`src/rtl/game_timer_if.sv`:
```
// Control and status signals between the game FSM and the round timer.
// All signals are plain levels or one-cycle pulses; there is no valid/ready handshake.
interface game_timer_if;
    logic       sys_reset;
    logic       game_active;
    logic       game_time_up;
    logic [3:0] sec_tens;
    logic [3:0] sec_ones;
    logic       sec_tick;
    logic       warn;
    logic [1:0] timer_state_debug;

    modport master (
        output sys_reset, game_active,
        input  game_time_up, sec_tens, sec_ones, sec_tick, warn, timer_state_debug
    );

    modport slave (
        input  sys_reset, game_active,
        output game_time_up, sec_tens, sec_ones, sec_tick, warn, timer_state_debug
    );
endinterface

```
`src/rtl/game_timer.sv`:
```
// Round countdown timer: BCD seconds counting down from GAME_SECONDS while the game
// is active, with pause (HOLD), expiry flag, per-second tick and low-time warning.
module game_timer #(
    parameter int CLK_HZ       = 100_000_000,
    parameter int GAME_SECONDS = 30
) (
    input  logic        clk,
    input  logic        reset,
    game_timer_if.slave bus
);

    localparam int PW = (CLK_HZ > 2) ? $clog2(CLK_HZ) : 1;
    localparam logic [PW-1:0] PRESC_TERM  = PW'(CLK_HZ - 1);
    localparam logic [3:0]    RELOAD_TENS = 4'(GAME_SECONDS / 10);
    localparam logic [3:0]    RELOAD_ONES = 4'(GAME_SECONDS % 10);

    if (GAME_SECONDS < 1 || GAME_SECONDS > 99) begin : g_bad_seconds
        $error("game_timer: GAME_SECONDS must be in 1..99");
    end
    if (CLK_HZ < 2) begin : g_bad_clk
        $error("game_timer: CLK_HZ must be >= 2");
    end

    typedef enum logic [1:0] {
        ST_READY   = 2'b00,
        ST_RUN     = 2'b01,
        ST_HOLD    = 2'b10,
        ST_EXPIRED = 2'b11
    } state_e;

    state_e        state_q, state_d;
    logic [PW-1:0] presc_q, presc_d;
    logic [3:0]    tens_q, tens_d;
    logic [3:0]    ones_q, ones_d;
    logic          tick_q, tick_d;

    always_ff @(posedge clk or posedge reset) begin
        if (reset) begin
            state_q <= ST_READY;
            presc_q <= '0;
            tens_q  <= RELOAD_TENS;
            ones_q  <= RELOAD_ONES;
            tick_q  <= 1'b0;
        end else begin
            state_q <= state_d;
            presc_q <= presc_d;
            tens_q  <= tens_d;
            ones_q  <= ones_d;
            tick_q  <= tick_d;
        end
    end

    always_comb begin
        state_d = state_q;
        presc_d = presc_q;
        tens_d  = tens_q;
        ones_d  = ones_q;
        tick_d  = 1'b0;
        if (bus.sys_reset) begin
            state_d = ST_READY;
            presc_d = '0;
            tens_d  = RELOAD_TENS;
            ones_d  = RELOAD_ONES;
        end else begin
            case (state_q)
                ST_READY: begin
                    if (bus.game_active) begin
                        state_d = ST_RUN;
                        presc_d = '0;
                    end
                end
                ST_RUN: begin
                    // Dropping game_active wins over a terminal count: freeze everything.
                    if (!bus.game_active) begin
                        state_d = ST_HOLD;
                    end else if (presc_q == PRESC_TERM) begin
                        presc_d = '0;
                        tick_d  = 1'b1;
                        if (ones_q == 4'd0) begin
                            ones_d = 4'd9;
                            tens_d = tens_q - 4'd1;
                        end else begin
                            ones_d = ones_q - 4'd1;
                        end
                        if (tens_q == 4'd0 && ones_q == 4'd1) begin
                            state_d = ST_EXPIRED;
                        end
                    end else begin
                        presc_d = presc_q + PW'(1);
                    end
                end
                ST_HOLD: begin
                    if (bus.game_active) begin
                        state_d = ST_RUN;
                    end
                end
                ST_EXPIRED: begin
                    state_d = ST_EXPIRED;
                end
            endcase
        end
    end

    assign bus.game_time_up      = (state_q == ST_EXPIRED);
    assign bus.sec_tens          = tens_q;
    assign bus.sec_ones          = ones_q;
    assign bus.sec_tick          = tick_q;
    assign bus.warn              = (state_q == ST_RUN) && (tens_q == 4'd0) && (ones_q <= 4'd5);
    assign bus.timer_state_debug = state_q;

endmodule

```
`src/flat_wrapper.sv`:
```
// flat-port wrapper written by rule: the top's interface ports become plain ports
module game_timer_flat 
#(
    parameter int CLK_HZ       = 100_000_000,
    parameter int GAME_SECONDS = 30
)
  (clk, reset, bus_sys_reset, bus_game_active, bus_game_time_up, bus_sec_tens, bus_sec_ones, bus_sec_tick, bus_warn, bus_timer_state_debug);
  game_timer_if bus_i ();
  input  logic clk;
  input  logic reset;
  input wire logic [$bits(bus_i.sys_reset)-1:0] bus_sys_reset;
  input wire logic [$bits(bus_i.game_active)-1:0] bus_game_active;
  output wire logic [$bits(bus_i.game_time_up)-1:0] bus_game_time_up;
  output wire logic [$bits(bus_i.sec_tens)-1:0] bus_sec_tens;
  output wire logic [$bits(bus_i.sec_ones)-1:0] bus_sec_ones;
  output wire logic [$bits(bus_i.sec_tick)-1:0] bus_sec_tick;
  output wire logic [$bits(bus_i.warn)-1:0] bus_warn;
  output wire logic [$bits(bus_i.timer_state_debug)-1:0] bus_timer_state_debug;
  assign bus_i.sys_reset = bus_sys_reset;
  assign bus_i.game_active = bus_game_active;
  assign bus_game_time_up = bus_i.game_time_up;
  assign bus_sec_tens = bus_i.sec_tens;
  assign bus_sec_ones = bus_i.sec_ones;
  assign bus_sec_tick = bus_i.sec_tick;
  assign bus_warn = bus_i.warn;
  assign bus_timer_state_debug = bus_i.timer_state_debug;
  game_timer #(.CLK_HZ(CLK_HZ), .GAME_SECONDS(GAME_SECONDS)) u_core (.clk(clk), .reset(reset), .bus(bus_i));
endmodule
```
`config.mk`:
```
export PLATFORM = sky130hd
export DESIGN_NAME = game_timer_flat
export DESIGN_NICKNAME = d
export VERILOG_FILES = /design/src/rtl/game_timer_if.sv /design/src/rtl/game_timer.sv /design/src/flat_wrapper.sv
export SDC_FILE = /design/constraint.sdc
export NUM_CORES = 1
export LEC_CHECK = 0
export ABC_CLOCK_PERIOD_IN_PS = 2900
export CORE_MARGIN = 2
export CORE_UTILIZATION = 45
export CTS_CLUSTER_SIZE = 24
export DETAILED_ROUTE_END_ITERATION = 10
export DONT_BUFFER_PORTS = 1
export GPL_TIMING_DRIVEN = 1
export PLACE_DENSITY = 0.65
export SLEW_MARGIN = 20
export SYNTH_ARGS = -nofsm -noshare
export SYNTH_HDL_FRONTEND = slang
export SYNTH_SLANG_ARGS = --single-unit
export TNS_END_PERCENT = 20
```
`constraint.sdc`:
```
create_clock -name clk -period 2.9 [get_ports clk]
set_clock_uncertainty 0.1 [all_clocks]
set_input_delay 0.435 -clock clk [delete_from_list [all_inputs] [get_ports clk]]
set_output_delay 0.435 -clock clk [all_outputs]
set_load 0.01 [all_outputs]
```
==> impl_metrics.toml, run 1 <==
[critical_path]
reg2regPathDepth = 6
cp-startpoint = "u_core.bus.sec_tens[0]"
crit_type = "reg2out"
cp.required_ns = 2.37
worst_setup_path_end_kind = "output port"
crit_fanout = 3
critPathLaunchType = "register"
cp_slowest_cell = "or4b_2"
crit_chain = "inv_1 > ha_1 > or4b_2 > a2111oi_0 > buf_4"
cp_num_cells = 5
crit_family = "simple AND/OR/NAND/NOR gates"
crit_buf_inv = 2
worstReg2RegStart = "u_core.presc_q[11]"
r2r-end = "u_core.presc_q[10]"
crit_end = "bus_warn"
slowest_delay_ns = 0.60
ff2ff_setup_slack_ns = 0.56
cp.arrival_ns = 2.16

[drt]
first_pass_iters = 4
route.detailed.drc = 0
wl_um = 4580
vias = 1748
vias_per_cell = 5.83
drtIter0Drc = 69
wl_per_cell_um = 15.3
ant_nets = 0

[pwr]
switching_share_pct = 21.7
netSwitchingPower_uw = 224
power_mw = 1.03
p_leak_nw = 0.935
p_clk_share_pct = 43.0
power_frac_seq_pct = 52.4
ir_worst_vdd_mv = 0.281
p_comb_share_pct = 4.7
p_int_uw = 806
power.density_mw_per_mm2 = 438

[sta]
post-route-period-util_pct = 92.9
relSlewSlack_pct = 37.0
max_freq_ghz = 0.371
setup_viol = 0
finalHoldViolations = 0
fin_tns_setup_ns = 0
worst_pin_slew_ns = 0.943
finalCriticalPeriod_ns = 2.69
maxSlewViolCount = 0
rsz0062_at_grt = "false"

[clock_tree]
cts_tree = "done"
clock_sinks = 38
htreeDepth = 2
clk_pin_slew_ns = 0.08
hold_buffers = 0
clockBufferDepth = 2
cts_buffers = 5
cts-root-buf = "clkbuf_8"
cts_resized = 0
cts_setup_buffers = 0
insertion_delay_ns = 0.30

[die]
die_h_um = 73.2
start_util_pct = 46.3
core_area_mm2 = 0.00466
io_pins = 17
rows = 25
dieArea_mm2 = 0.00536
die_w_um = 73.2

[global_route]
grt_usage_pct = 19.6
grt_pass1_wl_um = 7920
grt_start_max_net_pins = 25
antenna_found_initial = 0
overflow = 0
grt_pass1_vias = 1714

[yosys]
postSynthCellCount = 237
synth.distinct_cells = 45
yosysMostFrequentCell = "nor2_1"
yosys_warnings = 0
synthTopCellsByCount = "nor2_1 (42), dfrtp_1 (36), xnor2_1 (19), nand2_1 (16)"
synth_top_area_share_pct = 41.8
syn-mean-instance-area_um2 = 9.10
synth_area_mm2 = 0.00216
synth_edf_count = 0
ys_ff_latch = 38
synth_area_leaders = "dfrtp_1 (42%), xnor2_1 (7.7%), nor2_1 (7.3%)"
synth-seq-area-share_pct = 44.2
synth_area_leader_cell = "dfrtp_1"
synthFlopType = "dfrtp_1"
syn_nets = 247
async_reset_ff_share_pct = 100

[place]
io_buffers = 0
place_area_mm2 = 0.00224
place_inst = 292
gp_congestion = 0.840
dpl.hpwl_um = 3290

[finish]
fin_util_pct = 50.4
area_growth_pct = 8.93
drive_gt1_share_pct = 8.94
final_nets = 255
fill_cells = 455
instances_no_fill = 300
fin_area_mm2 = 0.00235
num_antenna_cells = 0

[min_path]
hold_path_depth = 1
hold_path.class = "in2reg"

[outcome]
status = "complete, no violations"

[flow_run]
max_cap_violations = 0
## kinds of logic after synthesis
| family | Yosys count | share of synthesized area, % |
|---|---|---|
| XOR/XNOR | 23 | 9.34 |
| multiplexers | 2 | 0.986 |
| adder cells (fa/ha/maj) | 6 | 3.48 |
| flip-flops | 38 | 44.2 |
| AND/OR/NAND/NOR | 127 | 30.9 |
| buffers and inverters | 18 | 3.48 |
| AO/OA/AOI/OAI | 23 | 7.60 |
## worst reg2reg max path, cell delays in order (launching register included)
cell and delay [ns]:
dfrtp_1 0.43, or4_4 0.57, nor4_4 0.41, a21oi_1 0.23
nor2_1 0.18, buf_4 0.22, nor2_1 0.08
## metrics by stage
| stage | hold slack, ns | worst slack (ns) |
|---|---|---|
| final | 0.0897 | 0.207 |
| after CTS | 0.0801 | 0.182 |
| after global routing | 0.0792 | 0.162 |
| after global placement | 0.390 | 0.580 |
| after floorplan | 0.346 | 0.478 |
| after detailed placement | 0.393 | 0.521 |
## worst min path at each step
stage | start | endpoint | slack (ns)
after CTS | bus_sys_reset | u_core.bus.sec_ones[1] | 0.08
final | bus_sys_reset | u_core.bus.sec_ones[0] | 0.09
after global routing | bus_sys_reset | u_core.bus.sec_tens[3] | 0.08
after detailed placement | u_core.presc_q[26] | u_core.presc_q[26] | 0.39
after global placement | u_core.presc_q[1] | u_core.presc_q[1] | 0.39
after floorplan | u_core.presc_q[26] | u_core.presc_q[26] | 0.35
## power by group through the flow
stage | clock network [mW] | logic, mW | registers [mW]
2_1_floorplan | 0 | 0.0378 | 0.549
4_1_cts | 0.453 | 0.0486 | 0.539
3_3_place_gp | 0 | 0.0480 | 0.550
6_report | 0.442 | 0.0479 | 0.540
3_5_place_dp | 0 | 0.0485 | 0.550
5_1_grt | 0.475 | 0.0553 | 0.540
## area by class of cell
type / count / area, µm² / area share [%]
Sequential cell: 38 / 953 / 40.6
Timing Repair Buffer: 6 / 45.0 / 1.92
Inverter: 13 / 48.8 / 2.08
Clock inverter: 1 / 30.0 / 1.28
Tap cell: 54 / 67.6 / 2.88
Clock buffer: 7 / 76.3 / 3.25
Multi-Input combinational cell: 181 / 1130 / 48.0
## state kept, by name, summed over array words and instances, names as in the netlist
signal,cells
u_core.bus.sec_ones,4
u_core.presc_q,27
u_core.bus.timer_state_debug,2
u_core.bus.sec_tick,1
u_core.bus.sec_tens,4
## per-layer routing
metal | vias to the layer above | part of all wire, % | GRT usage (%)
met5 | - | 0 | 0
met4 | 0 | 2.6 | 11.9
met3 | 13 | 6.1 | 6.22
met2 | 54 | 45 | 28.9
met1 | 838 | 46 | 24.8
li1 | 843 | - | -
## placed cells by master (no fill, tap or decap), types with 2 or more instances in the layout
cell and n:
and3_1 6, or3_1 4, ha_1 6, dfstp_2 2, nand4_1 8, nand2b_1 2
nand4b_1 2, nor4_1 3, clkbuf_8 5, a311oi_1 2, nand2_1 16, o41a_1 2
dfrtp_1 36, clkbuf_1 2, and2_1 4, xor2_1 4, nor2b_1 2, a31oi_1 5
xnor2_1 19, nand3_1 12, buf_4 6, a21oi_1 7, nor2_1 42, nor3b_1 2
inv_1 13, nor3_1 13
Note: power is estimated with default switching activity, not from simulation.
==> run 2: changes to the inputs <==
--- a/config.mk
+++ b/config.mk
@@ -7,12 +7,12 @@
 export LEC_CHECK = 0
 export ABC_CLOCK_PERIOD_IN_PS = 2900
 export CORE_MARGIN = 2
-export CORE_UTILIZATION = 45
+export CORE_UTILIZATION = 58
 export CTS_CLUSTER_SIZE = 24
 export DETAILED_ROUTE_END_ITERATION = 10
 export DONT_BUFFER_PORTS = 1
 export GPL_TIMING_DRIVEN = 1
-export PLACE_DENSITY = 0.65
+export PLACE_DENSITY = 0.79
 export SLEW_MARGIN = 20
 export SYNTH_ARGS = -nofsm -noshare
 export SYNTH_HDL_FRONTEND = slang
==> run 2 against run 1 <==
  * Sequential power barely moved
  * Combinational power fell by 13%
  * Setup slack better by 0.047 ns
  * Worst hold slack lost 0.040 ns
  * Critical endpoint unchanged
  * Highest routed layer unchanged
  * Utilization up 13 points
==> impl_metrics.toml, run 2 (synthesized netlist as in run 1, its figures left out) <==
[outcome]
status = "complete, no violations"

[finish]
largest_reg_flops = 27
mostFrequentLayoutCells = "nor2_1 (42), dfrtp_1 (36), xnor2_1 (19)"
num_antenna_cells = 0
area_growth_pct = 6.32
fin_util_pct = 63.6
final_common_cell = "nor2_1"
drive_gt1_share_pct = 7.41
final_nets = 252
regMostFlops = "u_core.presc_q"

[clock_tree]
insertion_delay_ns = 0.29
cts-root-buf = "clkbuf_8"
htreeDepth = 2
cts_resized = 0
clk_pin_slew_ns = 0.07
clockBufferDepth = 2
cts_setup_buffers = 0
cts_buffers = 5
cts_tree = "done"
clock_sinks = 38
hold_buffers = 0

[drt]
vias_per_cell = 5.85
first_pass_iters = 5
wl_per_cell_um = 14.7
route.detailed.drc = 0
vias = 1702
ant_nets = 0
drtIter0Drc = 94
wl_um = 4270

[critical_path]
r2r-end = "u_core.bus.sec_tens[3]"
crit_family = "simple AND/OR/NAND/NOR gates"
cp.arrival_ns = 2.11
cp.required_ns = 2.37
crit_type = "reg2out"
crit_fanout = 3
worst_setup_path_end_kind = "output port"
slowest_delay_ns = 0.59
crit_buf_inv = 2
ff2ff_setup_slack_ns = 0.57
cp_slowest_cell = "or4b_2"
worstReg2RegStart = "u_core.presc_q[11]"
reg2regPathDepth = 5
critPathLaunchType = "register"
crit_chain = "inv_1 > ha_1 > or4b_2 > a2111oi_0 > buf_4"

[sta]
worst_pin_slew_ns = 0.853
relSlewSlack_pct = 43.1
max_freq_ghz = 0.378
whs_ns = 0.0498
setup_viol = 0
finalCriticalPeriod_ns = 2.65
finalHoldViolations = 0
maxSlewViolCount = 0
post-route-period-util_pct = 91.2
rsz0062_at_grt = "false"
fin_tns_setup_ns = 0

[die]
dieArea_mm2 = 0.00422
start_util_pct = 59.8
core_area_mm2 = 0.00361
rows = 22
die_w_um = 65.0
io_pins = 17
die_h_um = 65.0

[global_route]
antenna_found_initial = 0
grt_pass1_vias = 1610
grt_start_max_net_pins = 39
grt_usage_pct = 22.5
grt_pass1_wl_um = 7320
overflow = 0

[pwr]
ir_worst_vdd_mv = 0.275
power.density_mw_per_mm2 = 403
power_uw = 923
p_leak_nw = 0.908

[place]
dpl.hpwl_um = 2990
io_buffers = 0
gp_congestion = 0.880

[min_path]
hold_path.class = "in2async"

[flow_run]
max_cap_violations = 0
-- run 2: worst max-delay path by stage --
stage | depth (start not counted) | from | endpoint | slack [ns]
6_report | 5 | u_core.bus.sec_tens[0] | bus_warn | 0.25
2_1_floorplan | 4 | u_core.bus.sec_tens[0] | bus_warn | 0.48
3_5_place_dp | 5 | u_core.bus.sec_tens[0] | bus_warn | 0.56
4_1_cts | 5 | u_core.bus.sec_tens[0] | bus_warn | 0.25
5_1_grt | 5 | u_core.bus.sec_tens[0] | bus_warn | 0.21
3_3_place_gp | 5 | u_core.bus.sec_tens[0] | bus_warn | 0.57
-- run 2: worst reg2reg max path, cell delays in order, from the launching register on --
cell	delay [ns]
dfrtp_1	0.44
or4_4	0.58
nor4_4	0.40
nand3_2	0.20
or3_1	0.39
a21oi_1	0.15
-- run 2: area by class of cell --
class	count	area, µm²
Inverter	13	48.8
Timing Repair Buffer	3	22.5
Sequential cell	38	953
Multi-Input combinational cell	181	1130
Fill cell	321	1310
Clock buffer	8	80.1
Tap cell	48	60.1
-- run 2: stage by stage --
stage	instances	worst slack (ns)	cell area [µm²]
floorplan	237	0.478	2160
global placement	283	0.573	2210
detailed placement	283	0.563	2210
CTS	291	0.247	2290
global route	291	0.205	2290
finish	291	0.254	2290
-- run 2: layer usage --
layer,vias up,GRT usage [%],wire [µm]
li1,840,-,-
met1,822,29.8,1950
met2,34,37.2,2080
met3,6,4.34,179
met4,0,7.18,61
met5,-,0,0
-- run 2: where the power goes --
group          switching [mW]  leakage [nW]  internal, mW  total, mW
clock                   0.170        0.0395         0.171      0.341
sequential            0.00614         0.522         0.534      0.541
combinational          0.0299         0.347        0.0118     0.0417
total                   0.206         0.908         0.717      0.923
==> run 3: changes to the inputs <==
--- a/config.mk
+++ b/config.mk
@@ -6,12 +6,12 @@
 export NUM_CORES = 1
 export LEC_CHECK = 0
 export ABC_CLOCK_PERIOD_IN_PS = 2900
+export CORE_ASPECT_RATIO = 1.75
 export CORE_MARGIN = 2
 export CORE_UTILIZATION = 58
 export CTS_CLUSTER_SIZE = 24
 export DETAILED_ROUTE_END_ITERATION = 10
 export DONT_BUFFER_PORTS = 1
-export GPL_TIMING_DRIVEN = 1
 export PLACE_DENSITY = 0.79
 export SLEW_MARGIN = 20
 export SYNTH_ARGS = -nofsm -noshare
==> run 3 against run 2 <==
  * Clock power rose by 10%
  * Largest cell class unchanged
  * Sequential power barely moved
  * Non-clock buffer count did not move
  * Sequential cell count did not move
  * Critical endpoint unchanged
  * Critical path depth did not move
  * Worst hold slack got worse by 0.021 ns
  * Largest power group unchanged
==> impl_metrics.toml, run 3 (synthesized netlist as in run 1, its figures left out) <==
[outcome]
status = "complete, no violations"

[die]
rows = 29
die_h_um = 84.7
die_w_um = 50.1
start_util_pct = 60.0
dieArea_mm2 = 0.00424
core_area_mm2 = 0.00359
io_pins = 17

[drt]
ant_nets = 0
vias = 1730
drtIter0Drc = 66
wl_um = 4640
route.detailed.drc = 0
vias_per_cell = 5.99
wl_per_cell_um = 16.1
first_pass_iters = 4

[finish]
ff_latch_area_um2 = 953
final_common_cell = "nor2_1"
area_growth_pct = 7.02
fill_cells = 294
drive_gt1_share_pct = 8.64
multi_input_area_mm2 = 0.00113
largest_reg_flops = 27
mostFrequentLayoutCells = "nor2_1 (42), dfrtp_1 (36), xnor2_1 (19)"
regMostFlops = "u_core.presc_q"
final_nets = 252
fin_area_mm2 = 0.00231
fin_util_pct = 64.3
num_antenna_cells = 0

[place]
io_buffers = 0
place_area_mm2 = 0.00221
dpl.hpwl_um = 3330
gp_congestion = 0.865

[flow_run]
max_cap_violations = 0

[global_route]
overflow = 0
grt_usage_pct = 23.9
antenna_found_initial = 0
grt_start_max_net_pins = 39
grt_pass1_vias = 1786
grt_pass1_wl_um = 7910

[clock_tree]
htreeDepth = 2
clockBufferDepth = 2
cts_buffers = 5
clk_pin_slew_ns = 0.07
cts_setup_buffers = 0
insertion_delay_ns = 0.30
clock_sinks = 38
cts-root-buf = "clkbuf_8"
cts_tree = "done"

[sta]
fin_tns_setup_ns = 0
finalHoldViolations = 0
relSlewSlack_pct = 42.5
max_freq_ghz = 0.366
rsz0062_at_grt = "false"
finalCriticalPeriod_ns = 2.73
setup_viol = 0
post-route-period-util_pct = 94.2
worst_pin_slew_ns = 0.862
maxSlewViolCount = 0

[pwr]
p_leak_nw = 0.917
power_frac_seq_pct = 56.4
ir_worst_vdd_mv = 0.356
p_comb_share_pct = 4.4
power.density_mw_per_mm2 = 416
p_int_uw = 738
p_clk_share_pct = 39.2
switching_share_pct = 23.1
netSwitchingPower_uw = 222

[critical_path]
worst_setup_path_end_kind = "output port"
reg2regPathDepth = 5
crit_fanout = 3
cp.arrival_ns = 2.20
crit_type = "reg2out"
cp.required_ns = 2.37
r2r-end = "u_core.bus.sec_tens[3]"
ff2ff_setup_slack_ns = 0.58
critPathLaunchType = "register"
worstReg2RegStart = "u_core.presc_q[11]"

[min_path]
hold_path.class = "in2async"
run 3: cell count changes in the layout (fill, tap and decap cells not counted):
cell | before | now
clkbuf_1 | 3 | 1
a2111oi_2 | 0 | 1
a2111oi_0 | 1 | 0
clkinv_2 | 0 | 1
clkbuf_8 | 5 | 6
run 3: worst max-delay path, stage by stage (launching register included):
cell and delay [ns]:
dfstp_2 0.39, inv_1 0.12, ha_1 0.18, or4b_2 0.63, a2111oi_2 0.40, buf_4 0.19
run 3: area by class of cell:
class | count | share of cell area, %
inverter | 13 | 2.11
timing repair buffer | 3 | 0.976
sequential | 38 | 41.3
clock buffer | 7 | 3.74
tap | 46 | 2.49
multi-input combinational | 181 | 49.2
clock inverter | 1 | 0.217
run 3: timing repair:
action / in CTS / in global routing
resized for setup: 0 / 2
endpoints found under the setup margin: 0 / 1
hold buffers: 0 / 0
run 3: worst max-delay path by stage:
stage / startpoint / to / cells after the start
detailed placement: u_core.bus.sec_tens[0] / bus_warn / 5
floorplan: u_core.bus.sec_tens[0] / bus_warn / 4
CTS: u_core.bus.sec_tens[0] / bus_warn / 5
finish: u_core.bus.sec_tens[0] / bus_warn / 5
global route: u_core.bus.sec_tens[0] / bus_warn / 5
global placement: u_core.bus.sec_tens[0] / bus_warn / 5
run 3: per-stage QoR:
step / cells / worst slack (ns) / total power, mW / hold WS, ns
4_1_cts: 289 / 0.0755 / 0.966 / 0.0520
6_report: 289 / 0.168 / 0.959 / 0.0289
5_1_grt: 289 / 0.0592 / 0.990 / 0.0935
3_3_place_gp: 281 / 0.535 / 0.592 / 0.365
2_1_floorplan: 237 / 0.478 / 0.587 / 0.346
3_5_place_dp: 281 / 0.398 / 0.593 / 0.365
run 3: power groups by stage:
stage / Sequential [mW] / Clock (mW) / Combinational, mW
after floorplan: 0.549 / 0 / 0.0378
after global placement: 0.550 / 0 / 0.0419
after detailed placement: 0.551 / 0 / 0.0427
after CTS: 0.540 / 0.383 / 0.0428
after global routing: 0.541 / 0.401 / 0.0479
final: 0.541 / 0.376 / 0.0422
run 3: routing by layer:
metal  GRT usage, %  vias up  part of all wire (%)
li1               -      835                     -
met1           25.8      834                    39
met2           43.2       51                    55
met3           4.09       10                   3.4
met4           11.6        0                   2.3
met5              0        -                     0
